`config.mk`:
```
export PLATFORM = sky130hd
export DESIGN_NAME = rd_req_tagger
export DESIGN_NICKNAME = d
export VERILOG_FILES = /design/src/rtl/rd_req_tagger.sv
export SDC_FILE = /design/constraint.sdc
export NUM_CORES = 1
export LEC_CHECK = 0
export CORE_MARGIN = 2
export CORE_UTILIZATION = 65
export CTS_CLUSTER_SIZE = 40
export DETAILED_ROUTE_END_ITERATION = 12
export DONT_BUFFER_PORTS = 1
export PLACE_DENSITY = 0.92
export SLEW_MARGIN = 30
export SYNTH_ARGS = -nofsm -noshare
export SYNTH_HDL_FRONTEND = slang
export SYNTH_SLANG_ARGS = --single-unit
```
`constraint.sdc`:
```
create_clock -name clk -period 13.15 [get_ports clk]
set_input_delay 1.9725 -clock clk [delete_from_list [all_inputs] [get_ports clk]]
set_output_delay 1.9725 -clock clk [all_outputs]
set_load 0.1 [all_outputs]
```
`src/rtl/rd_req_tagger.sv`:
```
// -----------------------------------------------------------------------------
// rd_req_tagger
//
// Splits DMA read requests (counted in 16-byte beats) into PCIe memory-read
// requests. No request exceeds MAX_RD_BEATS, and no request crosses a 4 KB
// address boundary. Each request is given the lowest-index free tag and
// reserves reorder-buffer credits for its beats. One cycle before a request is
// presented downstream, the block writes the sequence index of that request's
// last beat into the reorder buffer's tag_seq_end table.
//
// Ports
//   clk, rst              clock, synchronous active-high reset
//   req_valid/req_ready   upstream request handshake (ready only in IDLE)
//   req_addr, req_beats   request byte address (bits [3:0] ignored) and length
//   mrd_valid/mrd_ready   downstream memory-read handshake
//   mrd_addr/beats/tag    memory-read request fields, stable while stalled
//   tse_en/val/tag        one-cycle write into the reorder tag_seq_end table
//   tag_free_en/tag_free  release of a tag whose final completion arrived
//   buf_pop               one beat drained from the reorder buffer (+1 credit)
//   busy                  request in progress or any tag still outstanding
// -----------------------------------------------------------------------------
module rd_req_tagger #(
    parameter int MAX_RD_BEATS = 32,
    parameter int NUM_TAGS     = 32,
    parameter int BUF_SIZE     = 512
) (
    input  logic        clk,
    input  logic        rst,
    input  logic        req_valid,
    output logic        req_ready,
    input  logic [63:0] req_addr,
    input  logic [15:0] req_beats,
    output logic        mrd_valid,
    input  logic        mrd_ready,
    output logic [63:0] mrd_addr,
    output logic [8:0]  mrd_beats,
    output logic [7:0]  mrd_tag,
    output logic        tse_en,
    output logic [31:0] tse_val,
    output logic [7:0]  tse_tag,
    input  logic        tag_free_en,
    input  logic [7:0]  tag_free,
    input  logic        buf_pop,
    output logic        busy
);

    localparam int CRED_W = $clog2(BUF_SIZE + 1);

    typedef enum logic [2:0] {
        ST_IDLE  = 3'd0,
        ST_CALC  = 3'd1,
        ST_ALLOC = 3'd2,
        ST_TSE   = 3'd3,
        ST_ISSUE = 3'd4
    } state_e;

    // ---------------------------------------------------------------------
    // State and registered outputs
    // ---------------------------------------------------------------------
    state_e              state_q,     state_d;
    logic [63:0]         addr_q,      addr_d;
    logic [15:0]         remaining_q, remaining_d;
    logic [8:0]          chunk_q,     chunk_d;
    logic [31:0]         seq_q,       seq_d;
    logic [CRED_W-1:0]   credits_q,   credits_d;
    logic [NUM_TAGS-1:0] pool_q,      pool_d;

    logic                req_ready_q, req_ready_d;
    logic                mrd_valid_q, mrd_valid_d;
    logic [63:0]         mrd_addr_q,  mrd_addr_d;
    logic [8:0]          mrd_beats_q, mrd_beats_d;
    logic [7:0]          mrd_tag_q,   mrd_tag_d;
    logic                tse_en_q,    tse_en_d;
    logic [31:0]         tse_val_q,   tse_val_d;
    logic [7:0]          tse_tag_q,   tse_tag_d;
    logic                busy_q,      busy_d;

    // ---------------------------------------------------------------------
    // Combinational helpers
    // ---------------------------------------------------------------------
    logic                tag_found_s;
    logic [7:0]          alloc_tag_s;
    logic                credit_ok_s;
    logic                grant_s;
    logic [8:0]          boundary_beats_s;
    logic [8:0]          rem_cap_s;
    logic [8:0]          chunk_calc_s;
    logic [31:0]         cred_next_s;
    logic [NUM_TAGS-1:0] free_mask_s;
    logic [NUM_TAGS-1:0] alloc_mask_s;

    // Beats left before the next 4 KB boundary; the address is 16-byte
    // aligned, so this is 256 minus the beat offset inside the 4 KB page.
    assign boundary_beats_s = 9'd256 - {1'b0, addr_q[11:4]};

    // When remaining is below MAX_RD_BEATS (<= 256) it fits in 9 bits.
    assign rem_cap_s = (remaining_q >= 16'(MAX_RD_BEATS)) ? 9'(MAX_RD_BEATS)
                                                          : remaining_q[8:0];

    assign chunk_calc_s = (rem_cap_s < boundary_beats_s) ? rem_cap_s
                                                         : boundary_beats_s;

    // Search the registered pool only, so a tag freed this cycle becomes
    // allocatable one cycle later.
    // Lowest-index free tag search
    always_comb begin
        tag_found_s = 1'b0;
        alloc_tag_s = 8'd0;
        for (int i = NUM_TAGS - 1; i >= 0; i--) begin
            tag_found_s = tag_found_s | ~pool_q[i];
            alloc_tag_s = pool_q[i] ? alloc_tag_s : 8'(i);
        end
    end

    assign credit_ok_s = (32'(credits_q) >= 32'(chunk_q));
    assign grant_s     = (state_q == ST_ALLOC) && tag_found_s && credit_ok_s;

    // Tag pool update masks; out-of-range or already-free releases clear nothing
    always_comb begin
        free_mask_s  = '0;
        alloc_mask_s = '0;
        for (int i = 0; i < NUM_TAGS; i++) begin
            free_mask_s[i]  = tag_free_en && (tag_free == 8'(i));
            alloc_mask_s[i] = grant_s && (alloc_tag_s == 8'(i));
        end
    end

    // An allocated tag is free in pool_q, so a release cannot target it in the
    // same cycle; applying the clear first and the set second is order-safe.
    assign pool_d = (pool_q & ~free_mask_s) | alloc_mask_s;

    // Credit accounting with saturation at the buffer depth
    always_comb begin
        cred_next_s = 32'(credits_q)
                    - (grant_s ? 32'(chunk_q) : 32'd0)
                    + (buf_pop ? 32'd1 : 32'd0);
        if (cred_next_s > 32'(BUF_SIZE)) begin
            credits_d = CRED_W'(BUF_SIZE);
        end else begin
            credits_d = CRED_W'(cred_next_s);
        end
    end

    // ---------------------------------------------------------------------
    // FSM next-state and next-output logic
    // ---------------------------------------------------------------------
    // Request splitting state machine
    always_comb begin
        state_d     = state_q;
        addr_d      = addr_q;
        remaining_d = remaining_q;
        chunk_d     = chunk_q;
        seq_d       = seq_q;
        tse_val_d   = tse_val_q;
        tse_tag_d   = tse_tag_q;
        mrd_addr_d  = mrd_addr_q;
        mrd_beats_d = mrd_beats_q;
        mrd_tag_d   = mrd_tag_q;

        case (state_q)
            ST_IDLE: begin
                if (req_valid) begin
                    addr_d      = req_addr & ~64'hF;
                    remaining_d = req_beats;
                    if (req_beats != 16'd0) begin
                        state_d = ST_CALC;
                    end else begin
                        state_d = ST_IDLE;
                    end
                end else begin
                    state_d = ST_IDLE;
                end
            end

            ST_CALC: begin
                chunk_d = chunk_calc_s;
                state_d = ST_ALLOC;
            end

            ST_ALLOC: begin
                if (grant_s) begin
                    tse_val_d = seq_q + 32'(chunk_q) - 32'd1;
                    tse_tag_d = alloc_tag_s;
                    state_d   = ST_TSE;
                end else begin
                    state_d = ST_ALLOC;
                end
            end

            ST_TSE: begin
                // Request fields are captured once here and then held for
                // the whole time mrd_valid is asserted.
                mrd_addr_d  = addr_q;
                mrd_beats_d = chunk_q;
                mrd_tag_d   = tse_tag_q;
                state_d     = ST_ISSUE;
            end

            ST_ISSUE: begin
                if (mrd_ready) begin
                    seq_d       = seq_q + 32'(chunk_q);
                    addr_d      = addr_q + 64'({chunk_q, 4'b0000});
                    remaining_d = remaining_q - 16'(chunk_q);
                    if (remaining_d != 16'd0) begin
                        state_d = ST_CALC;
                    end else begin
                        state_d = ST_IDLE;
                    end
                end else begin
                    state_d = ST_ISSUE;
                end
            end

            default: begin
                state_d = ST_IDLE;
            end
        endcase

        // Outputs are registered from the next state so they line up with it.
        req_ready_d = (state_d == ST_IDLE);
        mrd_valid_d = (state_d == ST_ISSUE);
        tse_en_d    = (state_d == ST_TSE);
        busy_d      = (state_d != ST_IDLE) || (pool_d != '0);
    end

    // State, datapath and output registers
    always_ff @(posedge clk) begin
        if (rst) begin
            state_q     <= ST_IDLE;
            addr_q      <= 64'd0;
            remaining_q <= 16'd0;
            chunk_q     <= 9'd0;
            seq_q       <= 32'd0;
            credits_q   <= CRED_W'(BUF_SIZE);
            pool_q      <= '0;
            req_ready_q <= 1'b1;
            mrd_valid_q <= 1'b0;
            mrd_addr_q  <= 64'd0;
            mrd_beats_q <= 9'd0;
            mrd_tag_q   <= 8'd0;
            tse_en_q    <= 1'b0;
            tse_val_q   <= 32'd0;
            tse_tag_q   <= 8'd0;
            busy_q      <= 1'b0;
        end else begin
            state_q     <= state_d;
            addr_q      <= addr_d;
            remaining_q <= remaining_d;
            chunk_q     <= chunk_d;
            seq_q       <= seq_d;
            credits_q   <= credits_d;
            pool_q      <= pool_d;
            req_ready_q <= req_ready_d;
            mrd_valid_q <= mrd_valid_d;
            mrd_addr_q  <= mrd_addr_d;
            mrd_beats_q <= mrd_beats_d;
            mrd_tag_q   <= mrd_tag_d;
            tse_en_q    <= tse_en_d;
            tse_val_q   <= tse_val_d;
            tse_tag_q   <= tse_tag_d;
            busy_q      <= busy_d;
        end
    end

    assign req_ready = req_ready_q;
    assign mrd_valid = mrd_valid_q;
    assign mrd_addr  = mrd_addr_q;
    assign mrd_beats = mrd_beats_q;
    assign mrd_tag   = mrd_tag_q;
    assign tse_en    = tse_en_q;
    assign tse_val   = tse_val_q;
    assign tse_tag   = tse_tag_q;
    assign busy      = busy_q;

endmodule

```
After elaboration in Yosys (flattened, before gate mapping)
Index checks and enable logic that the tools add are counted.
Operators by class
  add/sub/neg operators: 7
  $lt $le $gt $ge: 4
  equality and inequality tests: 70
  muxes and demuxes: 48
  bitwise operators: 66
  reductions and logical operators: 80
Operators with widths (number)
  5-bit 2-to-1 mux: 32
  8-bit by 5-bit equality test with 1-bit output, second input constant: 16
  64-bit 2-to-1 mux: 2
  64-bit case mux with 2 select lines: 1
  5-bit equality test, second input constant: 16
  1-bit logical AND: 66
  64-bit by 13-bit adder with 64-bit output: 1
  8-bit by 4-bit equality test with 1-bit output, second input constant: 8
  5-bit by 4-bit equality test with 1-bit output, second input constant: 8
  32-bit by 9-bit adder with 32-bit output: 1
  32-bit bitwise AND: 1
  8-bit by 3-bit equality test with 1-bit output, second input constant: 4
  32-bit by 10-bit > comparator with 1-bit output, second input constant: 1
  16-bit 2-to-1 mux: 2
  1-bit NOT: 32
  32-bit NOT: 1
  32-bit OR: 1
  16-bit case mux with 2 select lines: 1
  16-bit nonzero test: 2
  32-bit nonzero test: 1
  32-bit by 1-bit subtractor with 32-bit output, second input constant: 1
  1-bit OR: 31
  9-bit 2-to-1 mux: 3
  5-bit by 3-bit equality test with 1-bit output, second input constant: 4
  26 further kinds: 39
Storage, ports and cells
  bits in registers: 291
  output and inout port bits: 125
  logic and storage cells: 291

Longest topological paths before layout
Gate-level depths: netlist of the first run.
  word-level depth: 39
  depth in mapped cells: 22
  mapped depth without buffers: 20

Least setup slack after synthesis of the first run
OpenSTA, ideal clock, no wires.
  path type: reg-to-reg
  start: reg chunk_q[1]
  end: reg credits_q[6]
  arrival time: 4927 ps
  data required time: 13080 ps
  setup slack: 8153 ps
  stages on the path, launching flop included: 20
  path buffers: 2
  period minus slack after synthesis: 4997 ps
  path through: dfxtp_1 inv_1 ha_1 a31oi_1 o221ai_1 nand2_1 nor2_1 clkbuf_1 buf_1 nand2_1 fa_1 a21o_1 a21oi_1 xnor2_1 or2_2 or2_2 a2111o_1 mux2_2 a21bo_2 a21oi_1
Between the ends
  longest elaborated chain between the ends: 7
RTL lines
  from (decl): line 63  | logic [8:0] chunk_q, chunk_d;
  from (signal assigned): line 249  | chunk_q <= chunk_d;
  10-bit by 9-bit >= comparator with 1-bit output: line 115  | assign credit_ok_s = (32'(credits_q) >= 32'(chunk_q));
  1-bit logical AND: line 116  | assign grant_s = (state_q == ST_ALLOC) && tag_found_s && credit_ok_s;
  9-bit 2-to-1 mux (*): line 135  | - (grant_s ? 32'(chunk_q) : 32'd0)
  10-bit by 9-bit subtractor with 11-bit output (*): line 135
  11-bit by 2-bit adder with 12-bit output (*): line 136  | + (buf_pop ? 32'd1 : 32'd0);
  32-bit by 10-bit > comparator with 1-bit output: line 137  | if (cred_next_s > 32'(BUF_SIZE)) begin
  2-bit OR reduction (no source line)
  to (signal assigned): line 234  | credits_q <= CRED_W'(BUF_SIZE);
  to (signal assigned): line 251  | credits_q <= credits_d;
  to (decl): line 65  | logic [CRED_W-1:0] credits_q, credits_d;
Mark *: on every way between the ends. The rest lies on a longest branch, timed or not.
A chain may end at the register's enable or synchronous reset.

Final worst setup path of the first run
  start: reg chunk_q[1]
  end: reg credits_q[4]
Same word-level chain as after synthesis.

==> results of run 1 <==
-- path summary, 6_finish.rpt --
kind / startpoint / end / cells past startpoint
setup / recovery: chunk_q[1] / credits_q[4] / 20
hold / removal: seq_q[0] / seq_q[0] / 2
setup reg to reg: chunk_q[1] / credits_q[4] / 20
hold reg to reg: seq_q[0] / seq_q[0] / 2
-- registers in the layout, indices dropped and copies added, names as in the netlist --
name,flops
addr_q,60
busy,1
chunk_q,9
credits_q,10
mrd_addr,60
mrd_beats,9
mrd_tag,5
mrd_valid,1
pool_q,32
remaining_q,16
req_ready,1
seq_q,32
state_q,3
tse_en,1
tse_tag,5
tse_val,32
-- tightest hold or removal path: stages, from the launching register on --
cell	delay, ps
sky130_fd_sc_hd__dfxtp_1	310
sky130_fd_sc_hd__nand2_1	50
sky130_fd_sc_hd__a21oi_1	50
-- kinds of logic (layout without fill, tap and decap cells) --
kind of cell,Yosys count,in the layout,synth area share
simple gates,897,897,0.264
compound gates,626,626,0.253
flops,277,277,0.339
buf+inv,199,127,0.0491
xor+xnor,76,76,0.0407
fa+ha+maj,61,61,0.0485
mux,9,9,0.00597
other cells,1,15,0.000229
-- report_power, final --
group          switching [mW]  total [mW]  leakage, nW  internal (mW)
clock network           0.367       0.907        0.512          0.541
registers               0.330        1.26         2.26          0.934
logic                   0.670        1.09         3.53          0.419
total                    1.37        3.26         6.30           1.89
-- cell usage after synthesis (7+ instances only) --
library cell | n | area, sq um
sky130_fd_sc_hd__a211o_1 | 7 | 61.3
sky130_fd_sc_hd__a211oi_1 | 55 | 413
sky130_fd_sc_hd__a21o_1 | 17 | 128
sky130_fd_sc_hd__a21oi_1 | 214 | 1070
sky130_fd_sc_hd__a22oi_1 | 9 | 67.6
sky130_fd_sc_hd__a311o_1 | 7 | 70.1
sky130_fd_sc_hd__a311oi_1 | 25 | 219
sky130_fd_sc_hd__a31oi_1 | 15 | 93.8
sky130_fd_sc_hd__and2_1 | 16 | 100
sky130_fd_sc_hd__and3_1 | 48 | 300
sky130_fd_sc_hd__and4_1 | 15 | 131
sky130_fd_sc_hd__buf_4 | 13 | 97.6
sky130_fd_sc_hd__clkbuf_1 | 120 | 450
sky130_fd_sc_hd__dfxtp_1 | 277 | 5550
sky130_fd_sc_hd__ha_1 | 57 | 713
sky130_fd_sc_hd__inv_1 | 54 | 203
sky130_fd_sc_hd__nand2_1 | 348 | 1310
sky130_fd_sc_hd__nand2b_1 | 20 | 125
sky130_fd_sc_hd__nand3_1 | 51 | 255
sky130_fd_sc_hd__nand4_1 | 34 | 213
sky130_fd_sc_hd__nor2_1 | 181 | 679
sky130_fd_sc_hd__nor2b_1 | 11 | 68.8
sky130_fd_sc_hd__nor3_1 | 61 | 305
sky130_fd_sc_hd__nor3b_1 | 10 | 75.1
sky130_fd_sc_hd__nor4_1 | 28 | 175
sky130_fd_sc_hd__o211ai_1 | 12 | 90.1
sky130_fd_sc_hd__o21a_1 | 24 | 180
sky130_fd_sc_hd__o21ai_0 | 117 | 586
sky130_fd_sc_hd__o22ai_1 | 14 | 87.6
sky130_fd_sc_hd__o31ai_1 | 19 | 143
sky130_fd_sc_hd__o41ai_1 | 8 | 70.1
sky130_fd_sc_hd__or2_2 | 13 | 81.3
sky130_fd_sc_hd__or3_1 | 25 | 156
sky130_fd_sc_hd__or4_1 | 11 | 82.6
sky130_fd_sc_hd__xnor2_1 | 42 | 368
sky130_fd_sc_hd__xor2_1 | 34 | 298
-- final cells by class --
type	count	area, sq um	area share
inverter	55	206	0.0118
tap	330	413	0.0236
sequential	277	5550	0.318
antenna	2	5.00	0.000286
multi-input combinational	1682	10100	0.578
timing repair buffer	17	135	0.00773
clock buffer	37	817	0.0467
clock inverter	18	248	0.0142
-- per-layer routing --
metal	global-route usage	wire length, um	share of wire
met2	0.586	22900	0.47
met4	0.141	1790	0.037
met1	0.451	19000	0.39
met5	0	13	0.00027
met3	0.0560	4920	0.10
-- through the flow --
stage               power [mW]  area [sq um]
floorplan                 2.08         16400
global placement          2.28         16300
detailed placement        2.32         16400
CTS                       3.24         17400
global route              3.42         17500
finish                    3.26         17500
==> flow_summary_export.csv, run 1 <==
group,metric,value,unit
worst_setup_path,critical_path.cell_chain,"inv_1, ha_1, a31oi_1, o221ai_1, nand2_1, nor2_2, buf_4, and2_1, ha_1, inv_1, fa_1, a21o_1, a21oi_1, xnor2_1, or2_2, or2_2, a2111o_1, mux2_2, o2bb2ai_1, nor2_1",
grt,grt_pass1_vias,15000,
placement,place.gp.congestion,0.931,
detailed_routing,detail-route-antenna-nets,0,
finish,post_layout_nonfiller_instances,2418,
clocking,clock_path_buffers,3,
synthesis,ys.warnings.count,0,
detailed_routing,drt_first_pass_iters,10,
synthesis,seq_area_frac_synth,0.339,
worst_setup_path,start_kind,"flip-flop",
synthesis,synth_area_per_cell,7.62,sq um
worst_setup_path,critical_path.endpoint_type,"flip-flop",
grt,global_route_wire_length_before_repair,76400,um
placement,place.port_buffers,0,
grt,grt_antenna_before_repair,2,
worst_setup_path,worst-endpoint-required,13640,ps
timing,final_min_period_over_clock_period,0.444,
timing,final.setup.tns,0,ps
detailed_routing,drt_iter0_drc,2179,
synthesis,synth.distinct_cells,96,
flow_run,maxCapViolCount,0,
grt,maximum_number_of_pins_on_one_net_before_global_route_repair,247,
clocking,tritoncts.num_buffers,30,
timing,slew_viol_final,0,
synthesis,netlist_instances,2146,
synthesis,synth_edf_count,0,
power,irDropWorstVdd,0.000187,V
clocking,cts_tree,"yes",
placement,post-place-cells,2361,
worst_setup_path,critical-path-max-stage-delay,640,ps
timing,clock_skew_after_layout,25.4,ps
worst_setup_path,worst_path_max_delay_cell,"sky130_fd_sc_hd__dfxtp_1",
timing,setup_viol_count_final,0,
finish,mostFrequentLayoutCell,"sky130_fd_sc_hd__nand2_1",
floorplanning,design.die.area,26400,sq um
finish,layout.filler_cells,1983,
worst_setup_path,criticalPathCategory,"reg2reg",
worst_setup_path,critPathMaxFanout,42,
worst_setup_path,timing.critical_path.arrival,6320,ps
detailed_routing,routed_wl,48600,um
worst_setup_path,critical-path-top-delay-family,"simple AND/OR/NAND/NOR gates",
worst_setup_path,cp_num_buf_inv,3,
clocking,cts.htree.levels,1,
power,power.leakage,6.30,nW
clocking,cts_post_setup_buffers_inserted,0,
finish,layout.cells.most_common_list,"sky130_fd_sc_hd__nand2_1, sky130_fd_sc_hd__dfxtp_1, sky130_fd_sc_hd__a21oi_1",
floorplanning,area_of_the_core_region,25000,sq um
finish,design.final.nets,2218,
floorplanning,placement_rows,58,
clocking,clk_transition_reported_paths,60,ps
clocking,post_cts.resized_instances,0,
hold_path,worstHoldPathType,"reg2reg",
grt,gr-usage-all-layers,0.350,
outcome,status,"complete, no violations",
power,powerDensity,187,nW/um^2
synthesis,synthFlopType,"sky130_fd_sc_hd__dfxtp_1",
detailed_routing,vias_per_cell,6.76,
floorplanning,floorplan.io_pins,219,
placement,pre_cts_ws,7590,ps
detailed_routing,wl_per_cell,20.1,um
finish,drive_above_1_share,0.0657,
clocking,total_of_hold_buffers_inserted_after_clock_tree_synthesis,0,
detailed_routing,post-route-drc-count,0,
timing,slew_headroom,0.302,
timing,unrepaired_setup_endpoints_after_global_routing,"false",
synthesis,synth_seq_cells,277,
finish,finished_core_util,0.700,
finish,syn_to_final_growth,6.93,%
clocking,clockRootBuffer,"sky130_fd_sc_hd__clkbuf_16",
detailed_routing,dr_total_vias,16300,
timing,worst_pin_slew,1050,ps
worst_setup_path,setup_slack_of_the_most_critical_reg_to_reg_path,7320,ps
floorplanning,floorplan.die.height,163,um
timing,maxClockFrequency,0.171,GHz
timing,worst_hold_slack_across_all_endpoints,460,ps
clocking,latest_clock_arrival_within_the_worst_skew_pair,580,ps
timing,timing.final.crit_period,5830,ps
synthesis,async_reset_ff_frac,0,
floorplanning,die_x_extent,163,um
grt,grt_remaining_overflow,0,
timing,post-route-worst-setup-slack,7320,ps
floorplanning,floorplan.initialDensity,0.655,
timing,hold_viol_final,0,
clocking,clock_sink_count,277,
synthesis,syn-cell-area,16300,sq um
placement,hpwlAfterDp,33800,um
No activity file was read; power rests on OpenSTA's default activity.
==> inputs of run 2 (changes only) <==
- clock period: 13.15 -> 5.56 ns (I/O delays scaled with it)
==> run 2 against run 1 <==
Effect of this change: sequential power rose by 130%; clock skew is 8.1 ps lower; routed wire length increased by 0.44%; final cell count rose by 0.41%; non-clock buffer count rose by 11; global-route usage grew 0.71 points; critical path type unchanged; worst hold slack lost 120 ps; sequential share of layout area shrank 0.052 points.
==> flow_summary_export.csv, run 2 (synthesis results as in run 1) <==
group,metric,value,unit
outcome,status,"complete, no violations",
timing,hold_viol_final,0,
worst_setup_path,worst-path-stages,19,
grt,gr-usage-all-layers,0.357,
worst_setup_path,critical-path-top-delay-family,"compound AO/OA/AOI/OAI gates",
power,powerDensity,441,nW/um^2
clocking,cts_tree,"yes",
placement,pre_cts_ws,638,ps
detailed_routing,wl_per_cell,20.1,um
finish,finished_core_util,0.702,
finish,design.final.nets,2228,
worst_setup_path,timing.critical_path.arrival,5550,ps
detailed_routing,detail-route-antenna-nets,0,
power,power.total,7.72,mW
worst_setup_path,setup_slack_of_the_most_critical_reg_to_reg_path,510,ps
floorplanning,floorplan.initialDensity,0.655,
floorplanning,die_x_extent,163,um
clocking,cts.htree.levels,1,
timing,slew_viol_final,0,
finish,syn_to_final_growth,7.15,%
grt,grt_antenna_before_repair,1,
worst_setup_path,worstReg2RegEnd,"credits_q[1]",
finish,drive_above_1_share,0.0697,
clocking,clock_path_buffers,3,
worst_setup_path,path_depth_of_the_worst_reg2reg_path,19,
clocking,clk_transition_reported_paths,70,ps
timing,timing.final.crit_period,5050,ps
worst_setup_path,critical_path.endpoint_type,"flip-flop",
timing,setup_viol_count_final,0,
placement,post-place-cells,2372,
grt,global_route_wire_length_before_repair,78100,um
detailed_routing,post-route-drc-count,0,
clocking,tritoncts.num_buffers,29,
floorplanning,floorplan.io_pins,219,
detailed_routing,drt_first_pass_iters,8,
grt,grt_pass1_vias,15200,
clocking,latest_clock_arrival_within_the_worst_skew_pair,580,ps
floorplanning,design.die.area,26400,sq um
power,power.leakage,6.34,nW
detailed_routing,routed_wl,48800,um
worst_setup_path,critPathMaxFanout,10,
worst_setup_path,critical_path.cell_chain,"buf_4, inv_1, ha_1, o21ai_0, a21oi_1, nand2_1, nor2_2, buf_4, nand2_1, ha_1, o21ai_0, a2111oi_0, a311oi_1, or2_2, or2_2, a2111o_1, mux2_2, o2bb2ai_1, nor2_1",
clocking,total_of_hold_buffers_inserted_after_clock_tree_synthesis,0,
worst_setup_path,cp-endpoint,"credits_q[1]",
floorplanning,placement_rows,58,
timing,maxClockFrequency,0.198,GHz
timing,final.setup.tns,0,ps
finish,post_layout_nonfiller_instances,2428,
grt,maximum_number_of_pins_on_one_net_before_global_route_repair,247,
floorplanning,floorplan.die.height,163,um
power,irDropWorstVdd,0.000353,V
timing,slew_headroom,0.305,
clocking,clock_sink_count,277,
timing,unrepaired_setup_endpoints_after_global_routing,"false",
placement,place.gp.congestion,0.965,
worst_setup_path,cp_num_buf_inv,3,
worst_setup_path,criticalPathCategory,"reg2reg",
finish,layout.cells.most_common_list,"sky130_fd_sc_hd__nand2_1, sky130_fd_sc_hd__dfxtp_1, sky130_fd_sc_hd__a21oi_1",
clocking,post_cts.resized_instances,0,
hold_path,worstHoldPathType,"in2reg",
worst_setup_path,critPathLaunch,"chunk_q[7]",
worst_setup_path,start_kind,"flip-flop",
worst_setup_path,worst_path_max_delay_cell,"sky130_fd_sc_hd__a2111oi_0",
finish,mostFrequentLayoutCell,"sky130_fd_sc_hd__nand2_1",
timing,final_min_period_over_clock_period,0.907,
finish,stdcell_area,17500,sq um
worst_setup_path,critical-path-max-stage-delay,480,ps
floorplanning,area_of_the_core_region,25000,sq um
detailed_routing,dr_total_vias,16400,
detailed_routing,vias_per_cell,6.74,
timing,post-route-worst-setup-slack,515,ps
flow_run,maxCapViolCount,0,
detailed_routing,drt_iter0_drc,2213,
worst_setup_path,worst-endpoint-required,6060,ps
placement,place.port_buffers,0,
timing,worst_pin_slew,1040,ps
placement,hpwlAfterDp,33600,um
grt,grt_remaining_overflow,0,
timing,worst_hold_slack_across_all_endpoints,339,ps
clocking,cts_post_setup_buffers_inserted,0,
timing,clock_skew_after_layout,17.2,ps
placement,post_dp_cell_area,16500,sq um
clocking,clockRootBuffer,"sky130_fd_sc_hd__clkbuf_16",
worst_setup_path,crit-reg2reg-launch,"chunk_q[7]",
-- run 2: cell types whose count changed in the layout (fill, tap and decap cells not counted), moves of 2 or more --
cell | previous run | this run
sky130_fd_sc_hd__clkinvlp_4 | 4 | 7
sky130_fd_sc_hd__clkinv_4 | 2 | 0
sky130_fd_sc_hd__nor4_1 | 24 | 28
sky130_fd_sc_hd__dfxtp_2 | 6 | 8
sky130_fd_sc_hd__nor4_2 | 6 | 2
sky130_fd_sc_hd__buf_4 | 16 | 27
sky130_fd_sc_hd__dfxtp_1 | 271 | 269
-- run 2: metal layers --
| layer | wire, um | vias to the layer above | GRT usage | part of all wire |
|---|---|---|---|---|
| met3 | 5150 | 170 | 0.0749 | 0.11 |
| met4 | 1960 | 0 | 0.149 | 0.040 |
| met1 | 19100 | 7665 | 0.453 | 0.39 |
| met5 | 0 | - | 0 | 0 |
| met2 | 22700 | 908 | 0.590 | 0.46 |
| li1 | - | 7623 | - | - |
-- run 2: final cells by class --
cell class / instances / area, sq um
multi-input combinational: 1682 / 10100
tap: 330 / 413
inverter: 55 / 206
fill: 1948 / 7450
antenna: 2 / 5.00
clock inverter: 19 / 256
clock buffer: 35 / 788
sequential: 277 / 5560
timing repair buffer: 28 / 218
-- run 2: worst min-delay path by stage --
| stage | slack (ps) | end | cells after the start | start |
|---|---|---|---|---|
| 2_1_floorplan | 440 | mrd_addr[57] | 2 | addr_q[57] |
| 3_3_place_gp | 450 | seq_q[6] | 2 | seq_q[6] |
| 3_5_place_dp | 450 | seq_q[5] | 2 | seq_q[5] |
| 4_1_cts | 320 | remaining_q[3] | 1 | rst |
| 5_1_grt | 330 | remaining_q[3] | 1 | rst |
| 6_report | 340 | remaining_q[3] | 1 | rst |
-- run 2: where the power goes --
group	switching (mW)	total, mW	internal, mW
clock network	0.879	2.13	1.25
logic	1.62	2.64	1.01
registers	0.743	2.95	2.21
